<file path="config.mk">
export PLATFORM = sky130hd
export DESIGN_NAME = dac0832_top
export DESIGN_NICKNAME = d
export VERILOG_FILES = /design/src/rtl/dac0832_pkg.sv /design/src/rtl/dac0832_rate_timer.sv /design/src/rtl/dac0832_top.sv
export SDC_FILE = /design/constraint.sdc
export NUM_CORES = 1
export LEC_CHECK = 0
export BUFFER_PORTS_ARGS = -buffer_cell sky130_fd_sc_hd__buf_4
export CORE_MARGIN = 3
export CORE_UTILIZATION = 50
export CTS_CLUSTER_DIAMETER = 100
export DETAILED_ROUTE_END_ITERATION = 8
export PLACE_DENSITY = 0.79
export SLEW_MARGIN = 20
export SYNTH_ARGS = -nofsm -noshare
export SYNTH_HDL_FRONTEND = slang
export SYNTH_SLANG_ARGS = --single-unit
</file>
<file path="constraint.sdc">
create_clock -name clk -period 2.6 [get_ports clk]
set_input_delay 0.65 -clock clk [delete_from_list [all_inputs] [get_ports clk]]
set_output_delay 0.65 -clock clk [all_outputs]
set_load 0.005 [all_outputs]
</file>
<file path="src/rtl/dac0832_pkg.sv">
// -----------------------------------------------------------------------------
// dac0832_pkg
// Shared definitions for the DAC0832 write controller:
//   - dac_state_e   : 3-bit controller state encoding
//   - DBL_BUF_EN    : 1 when built with DAC0832_DOUBLE_BUF_EN defined
//   - ns_to_cyc()   : nanoseconds to clock cycles, never less than 1
//   - calc_period() : clock cycles between accepted samples
// Build option: DAC0832_DOUBLE_BUF_EN selects double-buffered latch control.
// -----------------------------------------------------------------------------
package dac0832_pkg;

    typedef enum logic [2:0] {
        ST_IDLE  = 3'd0,
        ST_SETUP = 3'd1,
        ST_WR1   = 3'd2,
        ST_GAP   = 3'd3,
        ST_XFER  = 3'd4,
        ST_RATE  = 3'd5
    } dac_state_e;

`ifdef DAC0832_DOUBLE_BUF_EN
    localparam logic DBL_BUF_EN = 1'b1;
`else
    localparam logic DBL_BUF_EN = 1'b0;
`endif

    localparam int unsigned PCNT_W = 32'd24;

    // Strobe and setup widths are rounded down but a zero-cycle pulse would
    // violate the datasheet, so clamp to one cycle.
    function automatic int unsigned ns_to_cyc(input int unsigned clk_mhz,
                                              input int unsigned ns);
        int unsigned c;
        c = (clk_mhz * ns) / 32'd1000;
        return (c == 32'd0) ? 32'd1 : c;
    endfunction

    function automatic int unsigned calc_period(input int unsigned clk_mhz,
                                                input int unsigned dac_hz);
        int unsigned p;
        p = (dac_hz == 32'd0) ? 32'd1 : ((32'd1_000_000 * clk_mhz) / dac_hz);
        return (p == 32'd0) ? 32'd1 : p;
    endfunction

endpackage

</file>
<file path="src/rtl/dac0832_rate_timer.sv">
// -----------------------------------------------------------------------------
// dac0832_rate_timer
// Saturating 24-bit cycle counter measuring time since the last restart.
//   clk     in  system clock
//   rst_n   in  asynchronous active-low reset
//   restart in  clear the count (asserted on the sample accept cycle)
//   expired out count has reached PERIOD-1
// -----------------------------------------------------------------------------
module dac0832_rate_timer
    import dac0832_pkg::*;
#(
    parameter int unsigned PERIOD = 32'd50000
) (
    input  logic clk,
    input  logic rst_n,
    input  logic restart,
    output logic expired
);

    // Limit is clamped to what the 24-bit counter can represent.
    localparam int unsigned LIM_I = (PERIOD > 32'd16777216) ? 32'd16777215 :
                                    ((PERIOD == 32'd0) ? 32'd0 : (PERIOD - 32'd1));
    localparam logic [PCNT_W-1:0] LIMIT   = PCNT_W'(LIM_I);
    localparam logic [PCNT_W-1:0] CNT_MAX = {PCNT_W{1'b1}};

    logic [PCNT_W-1:0] r_period_cnt;

    // Period counter: cleared on accept, then counts up and sticks at max.
    always_ff @(posedge clk or negedge rst_n) begin
        if (!rst_n) begin
            r_period_cnt <= '0;
        end else if (restart) begin
            r_period_cnt <= '0;
        end else if (r_period_cnt != CNT_MAX) begin
            r_period_cnt <= r_period_cnt + 24'd1;
        end else begin
            r_period_cnt <= r_period_cnt;
        end
    end

    assign expired = (r_period_cnt >= LIMIT);

endmodule

</file>
<file path="src/rtl/dac0832_top.sv">
// -----------------------------------------------------------------------------
// dac0832_top
// Write controller for a DAC0832 8-bit current-output DAC. Accepts one sample
// per valid/ready handshake, drives DI and the CS_n/WR1_n/XFER_n/WR2_n strobes
// with datasheet setup and pulse widths, and limits the update rate.
// Ports:
//   clk, rst_n (async active-low)
//   dac0832_valid/ready/data  sample handshake (ready = state is IDLE)
//   dac0832_done              one-cycle pulse when the DAC output is updated
//   dac0832_di[7:0]           DAC data bus
//   dac0832_cs_n, dac0832_wr1_n, dac0832_wr2_n, dac0832_xfer_n  strobes
//   dac0832_ile               input latch enable, tied high
//   dac0832_state[2:0]        current state, debug only
// Build option: DAC0832_DOUBLE_BUF_EN -> separate XFER/WR2 transfer pulse
// (GAP and XFER states). Undefined -> WR2_n/XFER_n held low, DAC latch
// transparent, WR1 alone updates the output.
// -----------------------------------------------------------------------------
module dac0832_top
    import dac0832_pkg::*;
#(
    parameter int unsigned CLK_FRE  = 32'd50,
    parameter int unsigned DAC_FRE  = 32'd1000,
    parameter int unsigned SETUP_NS = 32'd1000,
    parameter int unsigned WR_NS    = 32'd500
) (
    input  logic       clk,
    input  logic       rst_n,
    input  logic       dac0832_valid,
    output logic       dac0832_ready,
    input  logic [7:0] dac0832_data,
    output logic       dac0832_done,
    output logic [7:0] dac0832_di,
    output logic       dac0832_cs_n,
    output logic       dac0832_wr1_n,
    output logic       dac0832_wr2_n,
    output logic       dac0832_xfer_n,
    output logic       dac0832_ile,
    output logic [2:0] dac0832_state
);

    localparam int unsigned SETUP_CYC = ns_to_cyc(CLK_FRE, SETUP_NS);
    localparam int unsigned WR_CYC    = ns_to_cyc(CLK_FRE, WR_NS);
    localparam int unsigned PERIOD    = calc_period(CLK_FRE, DAC_FRE);

    localparam logic [23:0] SETUP_LAST = 24'(SETUP_CYC - 32'd1);
    localparam logic [23:0] WR_LAST    = 24'(WR_CYC - 32'd1);

    // In single-buffered mode WR2_n/XFER_n idle low to keep the DAC latch open.
`ifdef DAC0832_DOUBLE_BUF_EN
    localparam logic WR2_IDLE = 1'b1;
`else
    localparam logic WR2_IDLE = 1'b0;
`endif

    dac_state_e  r_state;
    dac_state_e  w_state_nxt;
    logic [23:0] r_cnt;
    logic        w_accept;
    logic        w_expired;

    logic        r_cs_n;
    logic        r_wr1_n;
    logic        r_wr2_n;
    logic        r_xfer_n;
    logic        r_done;
    logic [7:0]  r_di;

    logic        w_cs_n_nxt;
    logic        w_wr1_n_nxt;
    logic        w_wr2_n_nxt;
    logic        w_xfer_n_nxt;
    logic        w_done_nxt;

    assign w_accept = (r_state == ST_IDLE) && dac0832_valid;

    dac0832_rate_timer #(
        .PERIOD (PERIOD)
    ) u_rate_timer (
        .clk     (clk),
        .rst_n   (rst_n),
        .restart (w_accept),
        .expired (w_expired)
    );

    // State register.
    always_ff @(posedge clk or negedge rst_n) begin
        if (!rst_n) begin
            r_state <= ST_IDLE;
        end else begin
            r_state <= w_state_nxt;
        end
    end

    // Next-state logic; r_cnt holds cycles spent in the current state.
    always_comb begin
        w_state_nxt = r_state;
        case (r_state)
            ST_IDLE: begin
                if (dac0832_valid) begin
                    w_state_nxt = ST_SETUP;
                end else begin
                    w_state_nxt = ST_IDLE;
                end
            end
            ST_SETUP: begin
                if (r_cnt == SETUP_LAST) begin
                    w_state_nxt = ST_WR1;
                end else begin
                    w_state_nxt = ST_SETUP;
                end
            end
            ST_WR1: begin
                if (r_cnt == WR_LAST) begin
`ifdef DAC0832_DOUBLE_BUF_EN
                    w_state_nxt = ST_GAP;
`else
                    w_state_nxt = ST_RATE;
`endif
                end else begin
                    w_state_nxt = ST_WR1;
                end
            end
`ifdef DAC0832_DOUBLE_BUF_EN
            ST_GAP: begin
                w_state_nxt = ST_XFER;
            end
            ST_XFER: begin
                if (r_cnt == WR_LAST) begin
                    w_state_nxt = ST_RATE;
                end else begin
                    w_state_nxt = ST_XFER;
                end
            end
`endif
            ST_RATE: begin
                if (w_expired) begin
                    w_state_nxt = ST_IDLE;
                end else begin
                    w_state_nxt = ST_RATE;
                end
            end
            default: begin
                w_state_nxt = ST_IDLE;
            end
        endcase
    end

    // Output decode of the next state, so the registered strobes line up
    // exactly with the state they belong to.
    always_comb begin
        w_cs_n_nxt   = 1'b1;
        w_wr1_n_nxt  = 1'b1;
        w_wr2_n_nxt  = WR2_IDLE;
        w_xfer_n_nxt = WR2_IDLE;
        w_done_nxt   = (w_state_nxt == ST_RATE) && (r_state != ST_RATE);
        case (w_state_nxt)
            ST_SETUP: begin
                w_cs_n_nxt = 1'b0;
            end
            ST_WR1: begin
                w_cs_n_nxt  = 1'b0;
                w_wr1_n_nxt = 1'b0;
            end
`ifdef DAC0832_DOUBLE_BUF_EN
            ST_GAP: begin
                w_cs_n_nxt = 1'b0;
            end
            ST_XFER: begin
                w_cs_n_nxt   = 1'b0;
                w_wr2_n_nxt  = 1'b0;
                w_xfer_n_nxt = 1'b0;
            end
`endif
            default: begin
                w_cs_n_nxt = 1'b1;
            end
        endcase
    end

    // In-state cycle counter, restarted on every state change.
    always_ff @(posedge clk or negedge rst_n) begin
        if (!rst_n) begin
            r_cnt <= 24'd0;
        end else if (w_state_nxt != r_state) begin
            r_cnt <= 24'd0;
        end else begin
            r_cnt <= r_cnt + 24'd1;
        end
    end

    // Strobe and done registers; async reset releases every strobe at once.
    always_ff @(posedge clk or negedge rst_n) begin
        if (!rst_n) begin
            r_cs_n   <= 1'b1;
            r_wr1_n  <= 1'b1;
            r_wr2_n  <= WR2_IDLE;
            r_xfer_n <= WR2_IDLE;
            r_done   <= 1'b0;
        end else begin
            r_cs_n   <= w_cs_n_nxt;
            r_wr1_n  <= w_wr1_n_nxt;
            r_wr2_n  <= w_wr2_n_nxt;
            r_xfer_n <= w_xfer_n_nxt;
            r_done   <= w_done_nxt;
        end
    end

    // Data bus register: loads only on the accept cycle.
    always_ff @(posedge clk or negedge rst_n) begin
        if (!rst_n) begin
            r_di <= 8'h00;
        end else if (w_accept) begin
            r_di <= dac0832_data;
        end else begin
            r_di <= r_di;
        end
    end

    assign dac0832_ready  = (r_state == ST_IDLE);
    assign dac0832_done   = r_done;
    assign dac0832_di     = r_di;
    assign dac0832_cs_n   = r_cs_n;
    assign dac0832_wr1_n  = r_wr1_n;
    assign dac0832_wr2_n  = r_wr2_n;
    assign dac0832_xfer_n = r_xfer_n;
    assign dac0832_ile    = 1'b1;
    assign dac0832_state  = r_state;

endmodule

</file>
# [Word-level counts from Yosys, hierarchy flattened]
# Index checks and enable logic that the tools add are counted.
[word_totals] regBits=62 inputBits=11 word_cells=36
[classes] add_sub_neg=2 magnitude_cmp=1 eq_ne=11 muxes=10 reduce_logical=5
[ops] op="2-to-1 mux 24 bit" n=3
[ops] op="adder 24 x 1 -> 24 bit (second input constant)" n=2
[ops] op="equality test 24 x 5 -> 1 bit (second input constant)" n=1
[ops] op="equality test 24 x 6 -> 1 bit (second input constant)" n=1
[ops] op=">= comparator 24 x 16 -> 1 bit (second input constant)" n=1
[ops] op="inequality test 24 bit (second input constant)" n=1
[ops] op="one-hot mux 3 bit (4 select lines)" n=1
[ops] op="equality test 3 x 1 -> 1 bit (second input constant)" n=2
[ops] op="equality test 3 x 2 -> 1 bit (second input constant)" n=2
[ops] op="equality test 3 bit (second input constant)" n=2
[ops] op="2-to-1 mux 3 bit" n=2
[ops] op="zero test 3 bit" n=1
[ops] op="2-to-1 mux 1 bit" n=3
[ops] op="inequality test 3 bit" n=1
[ops] op="inequality test 3 bit (second input constant)" n=1
[ops] op="logical AND 1 bit" n=2
[ops] op="2-to-1 mux 2 bit" n=1
[ops] op="nonzero test 2 bit" n=1
[ops] op="OR reduction 2 bit" n=1

# [Logic depth before layout (Yosys ltp)]
# Gate-level depths: netlist of run 1.
[depth] depth_word=6 mapped_depth=8 mapped_depth_nobuf=7

# [Hierarchy]
# From an unflattened synthesis of run 1, not the netlist that was laid out.
[unflattened] hier_cells=335 hier_area_um2=3548.4
[by_module_without_submodules] module="dac0832_top" instances=1 cells_per_inst=194 area_each_um2=2198.4 seq_area_each_um2=953.4
[by_module_without_submodules] module="dac0832_rate_timer" instances=1 cells_per_inst=141 area_each_um2=1350.0 seq_area_each_um2=600.6

# [Worst setup path before layout of run 1]
# No wires, ideal clock.
[synth_timing] path_kind="flip-flop to flip-flop" startpoint="reg r_cnt[0]" endpoint="reg r_cnt[1]" setup_time_ns=0.135 arrival_ns=2.063 required_time_ns=2.465 slack_ns=0.402 stages_incl_launch_ff=9 synth_period_minus_slack_ns=2.198 path_cell_list="dfrtp_1 inv_1 ha_1 nand4b_1 or2_2 or3_4 a221oi_2 buf_6 nor3b_2"
[synth_between] elab_chain_cells=5 word_cells_on_any_way=8 cone_classes="add/sub: 1; eq/ne: 3; mux: 4"
[synth_lines] item="from (decl)" line="dac0832_top.sv:57" source="logic [23:0] r_cnt;"
[synth_lines] item="from (signal assigned)" line="dac0832_top.sv:187" source="r_cnt <= r_cnt + 24'd1;"
[synth_lines] item="equality test 24 x 5 -> 1 bit or equality test 24 x 6 -> 1 bit (tied branches)" line="dac0832_top.sv:113, dac0832_top.sv:106"
[synth_lines] item="2-to-1 mux 3 bit or 2-to-1 mux 2 bit (tied branches)" line="dac0832_top.sv:113, dac0832_top.sv:106"
[synth_lines] item="one-hot mux 3 bit (4 select lines)" line="dac0832_top.sv:97" source="case (r_state)"
[synth_lines] item="inequality test 3 bit" line="dac0832_top.sv:184" source="end else if (w_state_nxt != r_state) begin"
[synth_lines] item="2-to-1 mux 24 bit (*)" line="dac0832_top.sv:184"
# Mark *: on every way between the ends. The rest lies on a longest branch, timed or not.
# A chain may end at the register's enable or synchronous reset.

# [Worst setup path in the final report of run 1]
[layout_timing] startpoint="reg r_cnt[0]" endpoint="reg r_cnt[23]"
# Same word-level chain as after synthesis.

==> results of run 1 <==
[layout make-up]
class	instances	area [um^2]	share of cell area (%)
Timing Repair Buffer	32	253	6.52
Clock buffer	10	128	3.29
Multi-Input combinational cell	250	1760	45.3
Sequential cell	62	1550	40.1
Inverter	4	15.0	0.387
Clock inverter	5	75.1	1.94
Tap cell	77	96.3	2.49
[worst paths after layout]
kind	to	slack (ns)	cells past startpoint
min in group clk	dac0832_di[4]$_DFFE_PN0P_	0.51	1
min reg2reg	dac0832_di[4]$_DFFE_PN0P_	0.51	1
max reg2reg	r_cnt[23]$_DFF_PN0_	0.28	8
max	r_cnt[23]$_DFF_PN0_	0.28	8
min	r_cnt[11]$_DFF_PN0_	0.37	1
max in group asynchronous	u_rate_timer.r_period_cnt[4]$_DFFE_PN0P_	1.71	1
[per-layer routing]
| metal | vias to the layer above | global-route usage [%] |
|---|---|---|
| li1 | 1251 | - |
| met2 | 80 | 28.6 |
| met1 | 1272 | 25.3 |
| met5 | - | 0 |
| met4 | 0 | 6.87 |
| met3 | 11 | 5.96 |
[worst max-delay path: stages (launching register included)]
cell	delay, ns
dfrtp_1	0.43
inv_1	0.08
ha_1	0.14
nand4b_1	0.10
or2_2	0.30
or3_4	0.36
a221oi_4	0.28
buf_4	0.39
nor3_1	0.11
[synthesized netlist by cell type (3+ instances only)]
master | number | area, um^2
nor3_1 | 11 | 55.1
xor2_1 | 20 | 175
or2_2 | 3 | 18.8
clkbuf_1 | 4 | 15.0
ha_1 | 4 | 50.1
nand4_1 | 10 | 62.6
xnor2_1 | 14 | 123
or4_1 | 4 | 30.0
and3_1 | 8 | 50.1
nor4_2 | 3 | 37.5
buf_4 | 3 | 22.5
nand3_1 | 24 | 120
inv_1 | 4 | 15.0
nor3_2 | 20 | 200
mux2_2 | 9 | 101
nor4_1 | 5 | 31.3
a21oi_1 | 11 | 55.1
or3_1 | 8 | 50.1
o311ai_0 | 3 | 26.3
buf_6 | 4 | 45.0
a2111oi_0 | 3 | 26.3
nand2_1 | 18 | 67.6
dfrtp_1 | 60 | 1500
o21ai_0 | 7 | 35.0
nor2_1 | 29 | 109
o31ai_1 | 3 | 22.5
and4_1 | 5 | 43.8
[sequential cells by signal, indices dropped and copies added (netlist names)]
register	count
r_cnt	24
u_rate_timer.r_period_cnt	24
dac0832_di	8
dac0832_state	3
dac0832_cs_n	1
dac0832_done	1
dac0832_wr1_n	1
[per-stage QoR]
stage	util [%]	hold WS, ns	setup WS, ns	instances
after floorplan	-	0.354	0.402	330
after global placement	56.9	0.492	0.339	425
after detailed placement	56.9	0.502	0.275	425
after CTS	60.0	0.410	0.271	440
after global routing	60.0	0.452	0.0964	440
final	60.0	0.368	0.276	440
[cells by family after synthesis]
| group | share of synthesized area, % |
|---|---|
| and+or+nand+nor | 29.7 |
| muxes | 3.27 |
| adders and majority gates | 1.47 |
| other | 0.221 |
| AOI/OAI and AO/OA | 7.75 |
| DFF | 45.6 |
| buffers and inverters | 3.23 |
| xor gates and xnor gates | 8.75 |
[power by group]
group	leakage (nW)	switching, mW	internal (mW)
sequential	0.811	0.175	1.12
combinational	0.760	0.230	0.271
clock	0.106	0.369	0.529
==> qor.csv, run 1 <==
metric,value,unit
synth_cell_types,52,
grt_pass1_wl,11500,um
synthesis.area,0.00340,mm^2
synth_warnings,0,
ant_nets,0,
area_delta_synth_final,13.9,%
synth_edf_count,0,
leakagePower,1.68,nW
wl_per_cell,15.0,um
critical_path.max_fanout,24,
netlist_instances,329,
via_count,2614,
dp_hpwl,4510,um
htreeDepth,3,
topRoutingLayerUsed,met4,
worstPathArrival,2.54,ns
period_share,89.4,%
coreArea,0.00646,mm^2
start_util,52.7,%
path_class,flop to flop,
avgSynthCellArea,10.3,um^2
clock-sinks,62,
finalMaxSlewViolations,0,
drt-vias-per-instance,5.94,
root_buffer,clkbuf_8,
dr.pass1.iters,5,
drc_errors,0,
place_area,0.00367,mm^2
grt_overflow,0,
clock_latency,0.34,ns
dieArea,0.00783,mm^2
fin_tns_setup,0,ns
mostFrequentLayoutCells,"dfrtp_1 (60), buf_4 (31), nor2_1 (29)",
mostFrequentLayoutCell,dfrtp_1,
cts_buffers,9,
first_iter_violations,150,
die_h,88.5,um
setup_viol,0,
slew_headroom,43.8,%
cts_buffer_depth,2,
n_fill_cell,518,
synth-seq-area-share,45.6,%
finalPower,2.70,mW
grt_max_degree,63,
wl_met2,3000,um
rows,29,
rr_startpoint,r_cnt[0]$_DFF_PN0_,
period_minus_slack,2.32,ns
hold_buffers,0,
start_kind,flop,
cts_tree,yes,
antenna_cells,0,
port_buffers,25,
synth-seq-cells,62,
cts_resized,0,
status,"finished, final reports clean",
route.met3.wl,382,um
synth_ff_type,dfrtp_1,
worstMarginPinSlew,0.843,ns
hp-class,input port to async pin,
rsz0062_at_grt,false,
crit_required,2.82,ns
wirelength,6610,um
async_flop_share,100,%
post-route-cell-area,0.00388,mm^2
ios,29,
ir_drop,482,uV
critPathCaptureType,flop,
m1WireLength,3130,um
gp_congestion,0.827,
antenna_found_initial,0,
skew,0.00689,ns
cp-startpoint,r_cnt[0]$_DFF_PN0_,
fmax,430,MHz
cap_violations,0,
grt_pass1_vias,2525,
die_x,88.5,um
clk_pin_slew,0.07,ns
postCtsSetupBuffers,0,
p_per_area,696,mW/mm^2
hold_viol_final,0,
layout.nets,374,
post_route_cells_drive_above_1_share,25.6,%
grt_usage,18.8,%
No activity file was read; power rests on OpenSTA's default activity.
==> inputs of run 2 (changes only) <==
==> constraint.sdc (replaced) <==
create_clock -name clk -period 2.5 [get_ports clk]
set_input_delay 0.625 -clock clk [delete_from_list [all_inputs] [get_ports clk]]
set_output_delay 0.625 -clock clk [all_outputs]
set_load 0.005 [all_outputs]
==> qor.csv, run 2 (same netlist as run 1, synthesis figures left out) <==
metric,value,unit,change
status,"finished, final reports clean",,
crit_slowest_cell,dfrtp_1,,
ios,29,,unchanged
dieArea,0.00783,mm^2,unchanged
n_fill_cell,552,,+6.6%
grt_overflow,0,,unchanged
hold_buffers,0,,unchanged
setup_viol,0,,unchanged
wirelength,6730,um,+1.8%
path_class,flop to flop,,
critical_path.max_fanout,24,,unchanged
dp_hpwl,4650,um,+3.1%
fin_tns_setup,0,ns,unchanged
ir_drop,429,uV,-11%
drt-vias-per-instance,5.89,,-0.91%
first_iter_violations,202,,+35%
worstPathArrival,2.52,ns,-0.02 ns
coreArea,0.00646,mm^2,unchanged
root_buffer,clkbuf_8,,
start_util,52.7,%,unchanged
worstMarginPinSlew,0.819,ns,-0.0242 ns
slowest_delay,0.43,ns,about the same
p_per_area,677,mW/mm^2,-2.8%
dpl.cell_count,426,,+0.24%
start_kind,flop,,
postCtsSetupBuffers,0,,unchanged
antenna_cells,0,,unchanged
instances_no_fill,441,,+0.23%
via_count,2596,,-0.69%
period_minus_slack,2.32,ns,-0.00201 ns
cts_tree,yes,,
dr.pass1.iters,4,,-1
cts_buffer_depth,2,,unchanged
hold_viol_final,0,,unchanged
critPathCaptureType,flop,,
fmax,431,MHz,about the same
clock_latency,0.33,ns,about the same
hp-class,input port to async pin,,
clock-sinks,62,,unchanged
cts_buffers,9,,unchanged
rsz0062_at_grt,false,,
antenna_found_initial,0,,unchanged
critPathBufInv,2,,unchanged
crit_required,2.70,ns,-0.12 ns
ant_nets,0,,unchanged
rows,29,,unchanged
die_h,88.5,um,unchanged
layout.nets,375,,+0.27%
post_route_cells_drive_above_1_share,25.0,%,-0.62 points
grt_pass1_wl,11700,um,+1.7%
critPathTopFamily,simple AND/OR/NAND/NOR gates,,
gp_congestion,0.808,,-2.3%
leakagePower,1.65,nW,-1.5%
cap_violations,0,,unchanged
htreeDepth,3,,unchanged
mostFrequentLayoutCells,"dfrtp_1 (60), buf_4 (32), nor2_1 (29)",,
skew,0.0105,ns,+0.00364 ns
slew_headroom,45.4,%,+1.6 points
grt_max_degree,63,,unchanged
port_buffers,25,,unchanged
clk_pin_slew,0.07,ns,about the same
mostFrequentLayoutCell,dfrtp_1,,
crit_path_cell_trace,"inv_1, ha_1, nand4b_1, or2_2, or3_4, a221oi_4, buf_4, nor3_1",,
area_delta_synth_final,12.5,%,
die_x,88.5,um,unchanged
grt_usage,19.2,%,+0.36 points
period_share,92.9,%,+3.5 points
grt_pass1_vias,2500,,-0.99%
wl_per_cell,15.3,um,+1.5%
drc_errors,0,,unchanged
cts_resized,0,,unchanged
finalMaxSlewViolations,0,,unchanged
==> run 2: cell types whose count changed in the layout (fill, tap and decap cells not counted), sizes merged <==
cell    previous run  this run
clkbuf            10        13
clkinv             3         2
buf               32        33
bufinv             2         0
==> run 2: through the flow <==
step / area [um^2] / setup slack, ns / hold WS [ns] / util [%] / power (mW)
2_1_floorplan: 3410 / 0.302 / 0.329 / - / 1.68
3_3_place_gp: 3680 / 0.246 / 0.491 / 57.0 / 1.87
3_5_place_dp: 3680 / 0.187 / 0.499 / 57.0 / 1.91
4_1_cts: 3830 / 0.178 / 0.386 / 59.3 / 2.62
5_1_grt: 3830 / 0.0316 / 0.414 / 59.3 / 2.76
6_report: 3830 / 0.178 / 0.348 / 59.3 / 2.59
==> run 2: path summary, 6_finish.rpt <==
kind / slack (ns) / from / cells past startpoint / to
max: 0.18 / r_cnt[0]$_DFF_PN0_ / 8 / r_cnt[2]$_DFF_PN0_
min: 0.35 / rst_n / 1 / r_cnt[12]$_DFF_PN0_
max reg2reg: 0.18 / r_cnt[0]$_DFF_PN0_ / 8 / r_cnt[2]$_DFF_PN0_
min reg2reg: 0.51 / dac0832_di[2]$_DFFE_PN0P_ / 1 / dac0832_di[2]$_DFFE_PN0P_
max in group asynchronous: 1.62 / rst_n / 1 / r_cnt[17]$_DFF_PN0_
min in group clk: 0.51 / dac0832_di[2]$_DFFE_PN0P_ / 1 / dac0832_di[2]$_DFFE_PN0P_
==> run 2: layout make-up <==
class	count	area, um^2	share of cell area [%]
clock buffers	13	139	3.63
repair buffers	33	260	6.80
inverters	4	15.0	0.392
clock inverters	2	10.0	0.261
flip-flops and latches	62	1550	40.6
well taps	77	96.3	2.52
multi-input cells	250	1760	45.8
==> run 2: where the power goes <==
part	internal, mW	switching (mW)
Sequential	1.17	0.180
Combinational	0.287	0.251
Clock	0.352	0.353
Total	1.81	0.784
==> run 2: metal layers <==
metal / vias up / GRT usage [%] / part of all wire, %
met3: 18 / 3.63 / 4.0
met4: 0 / 9.89 / 2.7
li1: 1254 / - / -
met5: - / 0 / 0
met1: 1251 / 26.6 / 47
met2: 73 / 28.7 / 47
==> inputs of run 3 (changes only) <==
==> constraint.sdc (replaced) <==
create_clock -name clk -period 2.5 [get_ports clk]
set_input_delay 0.625 -clock clk [delete_from_list [all_inputs] [get_ports clk]]
set_output_delay 0.625 -clock clk [all_outputs]
set_load 0.1 [all_outputs]
==> qor.csv, run 3 (same netlist as run 1, synthesis figures left out) <==
metric,value,unit,change
cts_tree,yes,,
setup_ws,0.153,ns,-0.0250 ns
rsz0062_at_grt,false,,
grt_max_degree,63,,unchanged
period_minus_slack,2.35,ns,+0.0250 ns
internal_power,2.18,mW,+20%
worstPathArrival,2.60,ns,+0.08 ns
critical_path.max_fanout,24,,unchanged
area_delta_synth_final,16.3,%,
reg2reg_depth,8,,unchanged
drc_errors,0,,unchanged
root_buffer,clkbuf_8,,
crit_slowest_cell,nor3_1,,
path_class,flop to flop,,
clock_latency,0.34,ns,about the same
die_h,88.5,um,unchanged
r2r-end,r_cnt[2]$_DFF_PN0_,,
cts_resized,0,,unchanged
hold_buffers,0,,unchanged
setup_viol,0,,unchanged
hp-class,input port to async pin,,
p_seq_share,39.4,%,-13 points
gp_congestion,0.863,,+6.9%
status,"finished, final reports clean",,
start_util,52.7,%,unchanged
mostFrequentLayoutCell,dfrtp_1,,
crit_top_cell,nor3_1,,
critPathCaptureType,flop,,
first_iter_violations,143,,-29%
clock-sinks,62,,unchanged
slew_headroom,46.6,%,+1.1 points
clk_pin_slew,0.07,ns,about the same
antenna_cells,0,,unchanged
crit_required,2.75,ns,+0.05 ns
port_buffers,25,,unchanged
die_x,88.5,um,unchanged
grt_usage,19.3,%,+0.15 points
cts_buffers,9,,unchanged
via_count,2613,,+0.65%
coreArea,0.00646,mm^2,unchanged
post-route-cell-area,0.00396,mm^2,+3.4%
skew,0.0108,ns,+0.000262 ns
rows,29,,unchanged
layout.nets,375,,unchanged
finalMaxSlewViolations,0,,unchanged
cap_violations,0,,unchanged
wirelength,6680,um,-0.82%
crit_path_cell_trace,"ha_1, nand3_1, a2111oi_0, buf_4, nor3_1, a221oi_4, buf_12, nor3_1",,
postCtsSetupBuffers,0,,unchanged
mostFrequentLayoutCells,"dfrtp_1 (57), buf_4 (31), nor2_1 (29)",,
cts_buffer_depth,2,,unchanged
comb_power_share,28.1,%,+7.3 points
worstMarginPinSlew,0.796,ns,-0.0233 ns
clock_power_share,32.4,%,+5.2 points
hold_viol_final,0,,unchanged
grt_overflow,0,,unchanged
ant_nets,0,,unchanged
leakagePower,1.70,nW,+2.9%
rr_startpoint,u_rate_timer.r_period_cnt[0]$_DFFE_PN0P_,,
ff2ff_setup_slack,0.15,ns,-0.02 ns
fmax,426,MHz,-1.1%
post-place-ws,0.212,ns,+0.0256 ns
finalPower,3.41,mW,+32%
place_area,0.00371,mm^2,+0.82%
ir_drop,506,uV,+18%
sw_frac_of_total,36.2,%,+6.0 points
htreeDepth,3,,unchanged
grt_pass1_vias,2518,,+0.72%
dp_hpwl,4610,um,-0.96%
p_per_area,862,mW/mm^2,+27%
hold_ws,0.355,ns,+0.00618 ns
slowest_delay,0.66,ns,+0.23 ns
power_switching,1.24,mW,+58%
post_route_cells_drive_above_1_share,26.8,%,+1.8 points
dr.pass1.iters,4,,unchanged
ios,29,,unchanged
postLayoutCoreUtil,61.3,%,+2.0 points
drt-vias-per-instance,5.91,,+0.43%
period_share,93.9,%,+1.0 points
start_kind,flop,,
dieArea,0.00783,mm^2,unchanged
grt_pass1_wl,11800,um,+0.53%
wl_per_cell,15.1,um,-1.0%
antenna_found_initial,0,,unchanged
==> run 3: area by class of cell <==
type	count	area, um^2
multi-input combinational	250	1770
clock buffer	13	159
clock inverter	3	90.1
sequential	62	1560
tap	77	96.3
inverter	4	15.0
fill	529	2500
timing repair buffer	33	273
==> run 3: worst max path at each step <==
stage | start | end | slack, ns | depth (start not counted)
global route | u_rate_timer.r_period_cnt[0]$_DFFE_PN0P_ | r_cnt[23]$_DFF_PN0_ | 0.02 | 8
floorplan | dac0832_state[2]$_DFF_PN0_ | dac0832_di[3]$_DFFE_PN0P_ | -0.03 | 6
global placement | r_cnt[0]$_DFF_PN0_ | r_cnt[23]$_DFF_PN0_ | 0.30 | 8
detailed placement | u_rate_timer.r_period_cnt[0]$_DFFE_PN0P_ | r_cnt[2]$_DFF_PN0_ | 0.21 | 8
CTS | u_rate_timer.r_period_cnt[0]$_DFFE_PN0P_ | r_cnt[2]$_DFF_PN0_ | 0.18 | 8
finish | u_rate_timer.r_period_cnt[0]$_DFFE_PN0P_ | r_cnt[2]$_DFF_PN0_ | 0.15 | 8
==> run 3: metrics by stage <==
stage	instances	TNS, ns
2_1_floorplan	330	-0.103
3_3_place_gp	426	0
3_5_place_dp	426	0
4_1_cts	442	0
5_1_grt	442	0
6_report	442	0
==> run 3: routing by layer <==
layer	track usage, %	wire, um	vias up
met5	0	0	-
li1	-	-	1263
met4	7.14	84	0
met1	25.4	2990	1303
met3	4.47	215	7
met2	31.2	3380	40
==> run 3: critical path, delay by kind of cell (launching register included) <==
| family | cells | cell delay (ns) |
|---|---|---|
| compound gates | 2 | 0.21 |
| fa+ha+maj | 1 | 0.24 |
| buf+inv | 2 | 0.37 |
| flops | 1 | 0.41 |
| simple gates | 3 | 1.02 |
==> run 3: power groups by stage <==
stage	Clock [mW]	Sequential, mW	Combinational (mW)
after CTS	1.13	1.34	0.969
final	1.11	1.35	0.961
after floorplan	0	1.71	0.386
after global placement	0	1.35	0.949
after global routing	1.18	1.38	1.03
after detailed placement	0	1.36	0.967
